### src/rtl/cube_root.sv
// cube_root: iterative integer cube root, y = floor(cbrt(x)) for 24-bit x.
// Restoring digit-by-digit method, one result bit per PREP/TEST pair, so
// every computation takes exactly 16 clocks after the accepting edge.
module cube_root (
    input  logic        clk_i,
    input  logic        rst_i,
    input  logic [23:0] x_bi,
    input  logic        start_i,
    output logic        busy_o,
    output logic [7:0]  y_bo
);

    localparam logic [1:0] ST_IDLE = 2'd0;
    localparam logic [1:0] ST_PREP = 2'd1;
    localparam logic [1:0] ST_TEST = 2'd2;

    logic [1:0]  state_q;
    logic [23:0] rem_q;
    logic [7:0]  root_q;
    logic [31:0] bound_q;
    logic [2:0]  idx_q;

    logic [7:0]  y2;
    logic [31:0] y2_w;
    logic [31:0] prod;
    logic [31:0] tri_term;
    logic [4:0]  shamt;
    logic [31:0] bound_d;
    logic        fits;
    logic [7:0]  root_inc;

    // Bound for the next result bit: (3*y2*(y2+1) + 1) << 3i, y2 = 2*root.
    // The root is at most 7 bits wide before doubling, so the shift is lossless.
    always_comb begin
        y2       = {root_q[6:0], 1'b0};
        y2_w     = {24'd0, y2};
        prod     = y2_w * (y2_w + 32'd1);
        tri_term = (prod << 1) + prod + 32'd1;
        shamt    = {1'b0, idx_q, 1'b0} + {2'b0, idx_q};
        bound_d  = tri_term << shamt;
        fits     = ({8'd0, rem_q} >= bound_q);
        root_inc = root_q + {7'd0, fits};
    end

    assign busy_o = (state_q != ST_IDLE);

    // Sequencer and datapath: accept in IDLE, alternate PREP/TEST for 8 bits.
    always_ff @(posedge clk_i or posedge rst_i) begin
        if (rst_i) begin
            state_q <= ST_IDLE;
            rem_q   <= 24'd0;
            root_q  <= 8'd0;
            bound_q <= 32'd0;
            idx_q   <= 3'd0;
            y_bo    <= 8'd0;
        end else begin
            case (state_q)
                ST_IDLE: begin
                    if (start_i) begin
                        rem_q   <= x_bi;
                        root_q  <= 8'd0;
                        idx_q   <= 3'd7;
                        state_q <= ST_PREP;
                    end
                end
                ST_PREP: begin
                    root_q  <= y2;
                    bound_q <= bound_d;
                    state_q <= ST_TEST;
                end
                ST_TEST: begin
                    if (fits) begin
                        // fits implies bound_q < 2^24, so the low bits suffice
                        rem_q  <= rem_q - bound_q[23:0];
                        root_q <= root_inc;
                    end
                    if (idx_q == 3'd0) begin
                        y_bo    <= root_inc;
                        state_q <= ST_IDLE;
                    end else begin
                        idx_q   <= idx_q - 3'd1;
                        state_q <= ST_PREP;
                    end
                end
                default: state_q <= ST_IDLE;
            endcase
        end
    end

endmodule
### config.mk
export PLATFORM = sky130hd
export DESIGN_NAME = cube_root
export DESIGN_NICKNAME = d
export VERILOG_FILES = /design/src/rtl/cube_root.sv
export SDC_FILE = /design/constraint.sdc
export NUM_CORES = 1
export LEC_CHECK = 0
export CAP_MARGIN = 20
export CORE_MARGIN = 4
export CORE_UTILIZATION = 35
export CTS_CLUSTER_SIZE = 30
export DETAILED_ROUTE_END_ITERATION = 7
export HOLD_SLACK_MARGIN = 0.06
export SLEW_MARGIN = 30
export SYNTH_ARGS = -nofsm -noshare
export SYNTH_HDL_FRONTEND = slang
export SYNTH_SLANG_ARGS = --single-unit
### constraint.sdc
create_clock -name clk_i -period 19.2 [get_ports clk_i]
set_clock_uncertainty 0.2 [all_clocks]
set_input_delay 2.88 -clock clk_i [delete_from_list [all_inputs] [get_ports clk_i]]
set_output_delay 2.88 -clock clk_i [all_outputs]
set_load 0.01 [all_outputs]
Word-level counts from Yosys, hierarchy flattened
Index checks and enable logic that the tools add are counted.
{ "totals": {"elab_cells": 42, "register_bits": 77} }
{ "op_classes": {"mux": 12, "n_lt_le_gt_ge": 1, "n_shift": 1, "addsub": 7, "n_eq_ne": 5, "mul": 1, "n_reduce_logical": 9} }
{ "ops": {"columns": ["cell", "n"], "rows": [
  ["$mux W24", 2],
  ["$pmux W24 S2", 1],
  ["$ge A24 B32 Y1", 1],
  ["$shl A20 B5 Y32", 1],
  ["$pmux W8 S3", 1],
  ["$sub A24 B24 Y24", 1],
  ["$add A19 B1 Y20 const B", 1],
  ["$add A18 B17 Y19", 1],
  ["$mul A7 B9 Y16", 1],
  ["$mux W8", 2],
  ["$add A8 B1 Y9 const B", 1],
  ["$reduce_and A3 Y1", 3],
  ["$add A8 B1 Y8", 1],
  ["$mux W3", 2],
  ["$ne A2 B2 Y1 const B", 3],
  ["$pmux W2 S3", 1],
  ["$pmux W3 S2", 1],
  ["$add A4 B3 Y5", 1],
  ["$reduce_bool A2 Y1", 2],
  ["$logic_not A3 Y1", 1],
  ["$reduce_bool A3 Y1", 1],
  ["$sub A3 B1 Y3 const B", 1],
  ["$eq A2 B1 Y1 const B", 1],
  ["$eq A2 B2 Y1 const B", 1],
  ["other kinds (4)", 4]
]} }

Depth between registers and ports, before layout
Gate-level depths: netlist of run 1.
{ "depth": {"depth_word": 5, "depth_mapped": 29} }

Worst setup path after synthesis of run 1
No wires, ideal clock.
{ "synth_path": {"path_type": "register to register", "start": "register root_q[5]", "end": "register bound_q[20]", "slack_ns": 12.531, "stages_incl_launch_ff": 28, "t_required_ns": 18.906, "arrival_ns": 6.375, "path_cell_list": "dfrtp_1 clkbuf_1 nand2_1 inv_1 ha_1 a31o_2 fa_1 fa_1 inv_1 fa_1 inv_1 ha_1 o21ai_0 nand2b_2 a31oi_1 nand2_1 nand2_1 nand2_1 a21oi_1 xor2_1 ha_1 clkbuf_8 a21o_2 a2111o_1 nand3_2 nand3_2 mux4_2 a221oi_2"} }
{ "synth_between": {"elab_chain_len": 5} }
{ "synth_rtl": {"columns": ["element", "line", "rtl"], "rows": [
  ["start: declaration", "19", "logic [7:0] root_q;"],
  ["start signal: assignment", "67", "root_q <= y2;"],
  ["start signal: assignment", "75", "root_q <= root_inc;"],
  ["$add A8 B1 Y9", "37", "prod = y2_w * (y2_w + 32'd1);"],
  ["$mul A7 B9 Y16 (*)", "37", null],
  ["$add A18 B17 Y19 (*)", "38", "tri_term = (prod << 1) + prod + 32'd1;"],
  ["$add A19 B1 Y20 (*)", "38", null],
  ["$shl A20 B5 Y32 (*)", "40", "bound_d = tri_term << shamt;"],
  ["end signal: assignment", "68", "bound_q <= bound_d;"],
  ["end: declaration", "20", "logic [31:0] bound_q;"]
]} }
Every way passes the cells marked *; elsewhere a longest branch is shown, timed or not.
A chain may end at the register's enable or synchronous reset.

Worst setup path in the final report of run 1
{ "layout_path": {"start": "register root_q[4]", "end": "register bound_q[21]"} }
Same word-level chain as after synthesis.

==> results of run 1 <==
==> cell usage after synthesis (all sizes together), types with 4 or more instances <==
| library cell | count |
|---|---|
| a211o | 4 |
| a211oi | 8 |
| a21boi | 4 |
| a21o | 19 |
| a21oi | 89 |
| a221oi | 8 |
| a22o | 4 |
| a22oi | 6 |
| a31oi | 15 |
| and2 | 6 |
| and3 | 4 |
| buf | 8 |
| clkbuf | 35 |
| dfrtp | 77 |
| fa | 17 |
| ha | 88 |
| inv | 80 |
| mux2 | 7 |
| mux2i | 30 |
| nand2 | 66 |
| nand2b | 7 |
| nand3 | 36 |
| nand4 | 6 |
| nor2 | 114 |
| nor2b | 8 |
| nor3 | 24 |
| nor4 | 4 |
| o211ai | 9 |
| o21a | 12 |
| o21ai | 68 |
| o21bai | 7 |
| o221ai | 6 |
| o22ai | 18 |
| o31ai | 11 |
| o41ai | 5 |
| xnor2 | 36 |
| xor2 | 15 |
==> path summary, 6_finish.rpt <==
path | to | cells past startpoint | startpoint | slack [ps]
worst max register to register | bound_q[21] | 26 | root_q[4] | 12100
worst min register to register | y_bo[3] | 2 | y_bo[3] | 280
worst max-delay path | bound_q[21] | 26 | root_q[4] | 12100
min in group asynchronous | rem_q[20] | 3 | rst_i | 2850
worst min-delay path | y_bo[3] | 2 | y_bo[3] | 280
max in group asynchronous | bound_q[10] | 3 | rst_i | 15440
==> metal layers <==
metal | vias up | wire length [um]
li1 | 3645 | -
met5 | - | 0
met4 | 0 | 484
met2 | 132 | 10080
met3 | 29 | 679
met1 | 3404 | 10120
==> final cells by class <==
type                            count  share of cell area
Sequential cell                    77              0.2091
Multi-Input combinational cell    801              0.6345
Timing Repair Buffer               44             0.04576
Clock inverter                      4            0.007875
Inverter                           83             0.03394
Tap cell                          313             0.04250
Clock buffer                       11             0.02634
==> cell families (layout without fill, tap and decap cells) <==
| group | Yosys count | count (layout) | share of synthesized area |
|---|---|---|---|
| AO/OA/AOI/OAI | 320 | 320 | 0.2638 |
| XOR/XNOR | 51 | 51 | 0.05676 |
| adder cells (fa/ha/maj) | 105 | 105 | 0.1744 |
| buffers and inverters | 126 | 142 | 0.06236 |
| flip-flops | 77 | 77 | 0.2331 |
| multiplexers | 39 | 39 | 0.05176 |
| AND/OR/NAND/NOR | 286 | 286 | 0.1579 |
==> registers in the layout (all words and copies together) (netlist names) <==
register,flops
y_bo,8
idx_q,3
bound_q,32
rem_q,24
state_q,2
root_q,8
==> power groups by stage <==
stage                     Clock (W)  Combinational [W]  Sequential (W)
after floorplan                   0           0.000668        0.000241
after global placement            0           0.000856        0.000250
after detailed placement          0           0.000864        0.000250
after CTS                  0.000190           0.000867        0.000249
after global routing       0.000196           0.000970        0.000255
final                      0.000185           0.000869        0.000249
==> per-stage QoR <==
step	util	total power [W]	cell area, sq um	hold slack [ps]
floorplan	-	0.0009091	8267	259.4
global placement	0.3877	0.001106	8884	263.9
detailed placement	0.3878	0.001114	8887	272.0
CTS	0.4016	0.001306	9203	286.2
global route	0.4021	0.001421	9215	314.5
finish	0.4021	0.001303	9215	280.4
==> critical path, stage by stage, from the launching register on <==
cell and delay [ps]:
dfrtp_1 500, clkinv_1 310, nor2_1 240, ha_1 280, xnor2_1 200, fa_1 460, fa_1 520, inv_1 50
fa_1 520, inv_1 40, ha_1 340, o21ai_0 230, nand2b_2 120, a31oi_1 280, nand2_1 100, nand2_1 70
nand2_1 50, a21oi_1 170, xor2_1 250, ha_1 370, a21o_2 250, a2111o_1 460, a211o_1 330, o221ai_2 110
mux2i_1 150, a221oi_2 250, a22oi_1 100
==> impl_results.md, run 1 <==
* Yosys warnings at 0
* Tmin final at approximately 7000 ps
* CTS Buf Count at 9
* Vias/cell at 5.409
* Fill cell count at about 2400
* Leak pwr at 3.971 nW
* Grt ovf at 0
* Std-Cell Rows at 55
* First-pass GRT wire length at 36250 um
* GRT Overall Usage at 0.1668
* Psw at about 0.00065 W
* IO Port Bufs at 35
* Antenna viol nets, final at 0
* Sw frac at 0.4962
* Initial Util at 0.3607
* Cell total after placement at between 1000 and 1500
* Max-cap violations at 0
* Share of the synthesized area in the top cell type at 0.2331
* H-tree level count at 3
* Via count at 7210
* Unrepaired setup endpoints after global routing: false
* Root Buffer: clkbuf_16
* Initial DRC count at about 440
* Achievable Freq at ~140 MHz
* Most frequent cells in the layout: nor2_1 (113), ha_1 (87), a21oi_1 (86)
* Final Max Slew Viols at 0
* Gp weighted congestion at 0.9021
* Netlist cell types at 87
* Post-Synthesis Cells at 1004
* TNS Setup at 0 ps
* Slew margin rel. at 0.4257
* Die height at ~160 um
* DP Wirelength at 16700 um
* Clk_lat worst skew at 340 ps
* Pin count of the biggest net entering global routing at between 70 and 80
* Final hold violations at 0
* Register bit total from synthesis at 77
* Status: complete, no violations
* Met2 GRT Util at 0.2845
* Clock share of power at 0.142
* Final period utilization at 0.3700
* Detailed-route wire length per cell at between 15 and 20 um
* Mapped Nets at 1136
* Post-synth top flop: dfrtp_1
* Mean area per synthesized cell at just over 8 sq um
* Width of the die at around 160 um
* Register Area at between 1500 and 2000 sq um
* GR peak layer: met2
* Seq pwr share at 0.191
* Pre-antenna DRT Iters at 5
* Worst EP required at about 19000 ps
* Die area at 26140 sq um
* IO Pins at 36
* Data arrival, critical path at just over 7000 ps
* Area of the multi-input gates at between 5000 and 6000 sq um
* Area grow syn2layout at 11.47%
* Layout net count at between 1000 and 1500
* Gates resized, CTS repair at 0
* Top cells by area, synth: dfrtp_1 (23%), ha_1 (13%), a21oi_1 (5.2%), nor2_1 (5.2%), fa_1 (4.1%)
* Gate power share at 0.667
* Startpoint Class: flip-flop
* Post-Route WL at approximately 21000 um
* Setup crit end kind: flip-flop
* DRC at 0
* Endpoints failing setup at 0
* Clock sink count at a little under 80
* Synth area leader: dfrtp_1
* Setup WS pre-CTS at 12130 ps
* Internal Pwr Total at 0.0006566 W
* Ys async rst share at 1.000
* Worst-path clk slew at 60 ps
* Number of synthesized flops with an enable pin at 0
* CP Class: reg2reg
* Worst Max-Slew Pin Slew at between 800 and 900 ps
* Commonest non-fill, non-tap cell in the layout: nor2_1
* Initial antenna violation count at 0
* Core area at about 23000 sq um
* CTS tree: built
* Met1 usage at 0.2212
* Clk buf depth at 2
* VDD IR max at about 0.066 mV
* Final setup margin at between 10000 and 15000 ps
* Hold-fix buffer count after cts at 0
* Postcts setup bufs at 0
* Power Dens Cells at approximately 140 nW/um^2
* Share of cells above drive strength 1 at 0.07451
* Worst hold path type: reg2reg
* Sequential fraction of the synthesis area at 0.2331
* N_diodes at 0
* Fin cells at between 1000 and 1500
* Vias in the first global route at 7058
* GRT met3 Usage at 0.02233
* Crit-path max FO at 8
* Mapped Area at a little over 8000 sq um
Note: power is estimated with default switching activity, not from simulation.
==> run 2, diff against run 1 <==
Clock period 19.2 ns to 7.08 ns, I/O delays scaled along.
==> impl_results.md, run 2 (synthesis results as in run 1) <==
* Status: complete, no violations
* IO Port Bufs at 35
* Antenna viol nets, final at 0
* Tot Pwr at roughly 0.0035 W
* Worst hold stages at 2
* DP Area at about 9000 sq um
* Root Buffer: clkbuf_16
* Hold-fix buffer count after cts at 0
* Worst Max-Slew Pin Slew at ~880 ps
* Endpoints failing setup at 0
* DRC at 0
* Detailed-route wire length per cell at roughly 16 um
* Most frequent cells in the layout: nor2_1 (112), ha_1 (87), a21oi_1 (85)
* CTS tree: built
* Final period utilization at 0.9465
* Width of the die at approximately 160 um
* R2r setup slk at roughly 380 ps
* Clk buf depth at 2
* Most used cell along the critical path: nand2_1
* Data arrival, critical path at 6700 ps
* Worst EP required at 7080 ps
* Top reg by flops: bound_q
* Largest stage delay, worst path at 520 ps
* Max-cap violations at 0
* Post-Route WL at ~22000 um
* Setup crit end kind: flip-flop
* Initial Util at 0.3607
* Layout net count at approximately 1200
* Slew margin rel. at 0.4132
* Die height at between 150 and 200 um
* Grt ovf at 0
* Vias in the first global route at slightly above 7000
* Worst r2r src: root_q[5]
* Unrepaired setup endpoints after global routing: true
* Leak pwr at 4.016 nW
* GRT Overall Usage at 0.1698
* Hold_ws at approximately 280 ps
* Final Max Slew Viols at 0
* IO Pins at 36
* DP Wirelength at roughly 17000 um
* Vias/cell at between 5 and 6
* Final hold violations at 0
* Area grow syn2layout at 12.67%
* Worst hold path startpoint: y_bo[3]
* Clk_lat worst skew at 340 ps
* Crit-path max FO at 7
* Power Dens Cells at 373.7 nW/um^2
* Share of cells above drive strength 1 at 0.09117
* N_diodes at 0
* Initial antenna violation count at 0
* Register Area at 1928 sq um
* Worst-path clk slew at around 60 ps
* Final Cell Area at 9314 sq um
* Worst hold path type: reg2reg
* Achievable Freq at about 150 MHz
* Tmin final at between 6000 and 7000 ps
* Std-Cell Rows at 55
* Commonest non-fill, non-tap cell in the layout: nor2_1
* Reg2reg end: bound_q[22]
* Clock sink count at slightly below 80
* Fill cell count at around 2300
* H-tree level count at 3
* Gp weighted congestion at approximately 0.9
* TNS Setup at 0 ps
* Max reg flops at 32
* CP Class: reg2reg
* Pre-antenna DRT Iters at 5
* Slowest CP cell: fa_1
* Core area at 22920 sq um
* VDD IR max at ~0.15 mV
* Top Registers: bound_q (32), rem_q (24)
* Via count at roughly 7400
* R2R depth at 27
* CTS Buf Count at 9
* Fin util at 0.4064
* Startpoint Class: flip-flop
* Area of the multi-input gates at between 5000 and 6000 sq um
* Initial DRC count at a little under 600
* Pin count of the biggest net entering global routing at between 70 and 80
* Die area at between 20000 and 30000 sq um
* First-pass GRT wire length at 36880 um
* Hold Path Sink: y_bo[3]
## run 2: changes by cell type in the layout (fill, tap and decap cells not counted), sizes merged
cell,before,now
buf,9,21
bufinv,2,0
clkbuf,11,13
clkinv,5,3
clkinvlp,1,2
## run 2: final cells by class
| cell class | count | area share |
|---|---|---|
| clock inverters | 1 | 0.0008060 |
| inverters | 83 | 0.03399 |
| clock buffers | 13 | 0.02794 |
| flip-flops and latches | 77 | 0.2070 |
| well taps | 313 | 0.04205 |
| repair buffers | 56 | 0.05494 |
| multi-input cells | 801 | 0.6333 |
## run 2: worst max-delay path by stage
stage | start | end | slack [ps]
floorplan | root_q[5] | bound_q[20] | 410
global route | root_q[5] | bound_q[21] | -8
detailed placement | root_q[3] | bound_q[28] | 190
CTS | root_q[3] | bound_q[28] | 160
global placement | root_q[3] | bound_q[28] | 350
finish | root_q[5] | bound_q[22] | 380
## run 2: critical path: cells and delay by family (launching register included)
family	cells	cell delay (ps)
compound gates	11	2550
flops	1	440
buf+inv	4	310
fa+ha+maj	6	2500
simple gates	5	460
xor+xnor	1	90
## run 2: layer usage
metal,track usage,wire [um]
met1,0.2330,10440
met2,0.2833,10040
met3,0.02588,1147
met4,0.04037,312
met5,0,0
## run 2: repair_timing
action	4_1_cts	5_1_grt
buffers inserted	0	1
resized for setup	0	9
endpoints found under the setup margin	0	18
## run 2: where the power goes
part / switching [W] / internal, W / total, W
clock network: 0.000185 / 0.000253 / 0.000439
registers: 0.0000848 / 0.000589 / 0.000673
logic: 0.00149 / 0.000881 / 0.00237
total: 0.00176 / 0.00172 / 0.00348
## run 2: per-stage QoR
step / setup slack [ps] / cells
2_1_floorplan: 411.4 / 1004
3_3_place_gp: 352.3 / 1329
3_5_place_dp: 192.6 / 1329
4_1_cts: 156.7 / 1343
5_1_grt: -7.832 / 1344
6_report: 378.9 / 1344
==> run 3, diff against run 2 <==
Settings changed: CTS_CLUSTER_SIZE 30 to 8.
Clock period 7.08 ns to 7.55 ns, I/O delays scaled along.
==> impl_results.md, run 3 (synthesis results as in run 1) <==
* Psw at roughly 0.0017 W
* Std-Cell Rows at 55
* Top reg by flops: bound_q
* Final Max Slew Viols at 0
* Worst Max-Slew Pin Slew at between 900 and 1000 ps
* Sw frac at 0.5035
* Commonest non-fill, non-tap cell in the layout: nor2_1
* Detailed-route wire length per cell at roughly 16 um
* Setup crit end kind: flip-flop
* Hold Path Sink: y_bo[3]
* R2R depth at 26
* Pre-antenna DRT Iters at 4
* Reg2reg end: bound_q[21]
* Antenna viol nets, final at 0
* Worst EP required at between 7000 and 8000 ps
* H-tree level count at 3
* Worst r2r src: root_q[4]
* CTS Buf Count at 9
* Vias/cell at roughly 5.4
* VDD IR max at approximately 0.16 mV
* Die height at between 150 and 200 um
* Initial Util at 0.3607
* Final hold violations at 0
* First-pass GRT wire length at 36710 um
* Endpoints failing setup at 0
* Root Buffer: clkbuf_16
* Seq pwr share at 0.193
* Worst-path clk slew at around 60 ps
* DRC at 0
* Core area at ~23000 sq um
* Max-cap violations at 0
* Initial DRC count at 507
* Unrepaired setup endpoints after global routing: false
* Clk_lat worst skew at roughly 350 ps
* Share of cells above drive strength 1 at 0.08105
* GRT Overall Usage at 0.1687
* Hold-fix buffer count after cts at 0
* Slowest CP cell: dfrtp_1
* Pin count of the biggest net entering global routing at 78
* Worst hold path startpoint: y_bo[3]
* Layout net count at between 1000 and 1500
* Worst hold path type: reg2reg
* Slew margin rel. at 0.3719
* Crit-path leading delay family: adder cells
* Power Dens Cells at around 360 nW/um^2
* Clock share of power at 0.134
* Largest stage delay, worst path at 530 ps
* Leak pwr at 3.965 nW
* CTS tree: built
* Achievable Freq at between 100 and 150 MHz
* R2r setup slk at around 560 ps
* Buffers & Inverters on Critical Path at 3
* Clock sink count at between 70 and 80
* Startpoint Class: flip-flop
* Status: complete, no violations
* Clk buf depth at 2
* Max reg flops at 32
* Tmin final at about 7000 ps
* Most frequent cells in the layout: nor2_1 (113), ha_1 (87), a21oi_1 (86)
* IO Pins at 36
* Top Registers: bound_q (32), rem_q (24)
* Post-Route WL at ~21000 um
* Area grow syn2layout at 11.49%
* Final Cell Area at 9216 sq um
* Grt ovf at 0
* Worst hold stages at 2
* Initial antenna violation count at 0
* Via count at 7265
* Gp weighted congestion at ~0.90
* DP Area at 8902 sq um
* Final period utilization at 0.9262
* Crit-path max FO at 8
* CP Class: reg2reg
* DP Wirelength at 16750 um
* Width of the die at between 150 and 200 um
* Data arrival, critical path at 6990 ps
* N_diodes at 0
* Internal Pwr Total at about 0.0016 W
* TNS Setup at 0 ps
* Vias in the first global route at approximately 7200
* IO Port Bufs at 35
* Die area at between 20000 and 30000 sq um
* Gate power share at 0.673
## run 3: cell types whose count changed in the layout (fill, tap and decap cells not counted), sizes merged
cell / delta
clkinvlp: +2
inv: +1
clkbuf: -3
buf: -8
bufinv: +1
## run 3: metal layers
metal | up-vias | wire [um] | global-route usage
li1 | 3669 | - | -
met3 | 28 | 718 | 0.02309
met1 | 3433 | 10110 | 0.2239
met4 | 0 | 422 | 0.04421
met5 | - | 0 | 0
met2 | 135 | 10080 | 0.2906
## run 3: worst max path at each step
stage                         start          end  slack (ps)  depth (start not counted)
after floorplan           root_q[5]  bound_q[20]         880                         27
after CTS                 root_q[4]  bound_q[21]         490                         26
after global placement    root_q[4]  bound_q[21]         640                         26
after detailed placement  root_q[4]  bound_q[21]         520                         26
final                     root_q[4]  bound_q[21]         560                         26
after global routing      root_q[4]  bound_q[21]          20                         26
## run 3: worst reg2reg max path, delay by kind of cell, from the launching register on
kind	cells	cell delay [ps]
adders and majority gates	6	2480
xor gates and xnor gates	2	440
buffers and inverters	3	320
AOI/OAI and AO/OA	9	2190
muxes	1	150
and+or+nand+nor	5	520
DFF	1	530
## run 3: final cells by class
type,instances,area (sq um)
Clock buffer,10,229.0
Clock inverter,5,61.31
Fill cell,2341,13700
Timing Repair Buffer,48,451.7
Inverter,83,316.6
Sequential cell,77,1929
Tap cell,313,391.6
Multi-Input combinational cell,801,5837
## run 3: stage by stage
step / power (W) / hold WS, ps / std cells / setup WS (ps) / utilization
global placement: 0.002815 / 264.3 / 1320 / 641.9 / 0.3883
finish: 0.003278 / 281.7 / 1337 / 556.9 / 0.4022
CTS: 0.003284 / 286.3 / 1335 / 485.2 / 0.4011
global route: 0.003585 / 302.3 / 1337 / 20.35 / 0.4022
floorplan: 0.002312 / 259.4 / 1004 / 881.4 / -
detailed placement: 0.002832 / 272.0 / 1320 / 524.1 / 0.3885
## run 3: timing repair
action / 4_1_cts / 5_1_grt
endpoints found under the setup margin: 0 / 6
setup buffers: 0 / 2
gates resized for setup: 0 / 3
## run 3: power by group through the flow
stage,Clock (W),Combinational [W],Sequential (W)
6_report,0.000440,0.00221,0.000632
5_1_grt,0.000468,0.00247,0.000649
4_1_cts,0.000448,0.00220,0.000633
3_5_place_dp,0,0.00220,0.000637
3_3_place_gp,0,0.00218,0.000636
2_1_floorplan,0,0.00170,0.000613
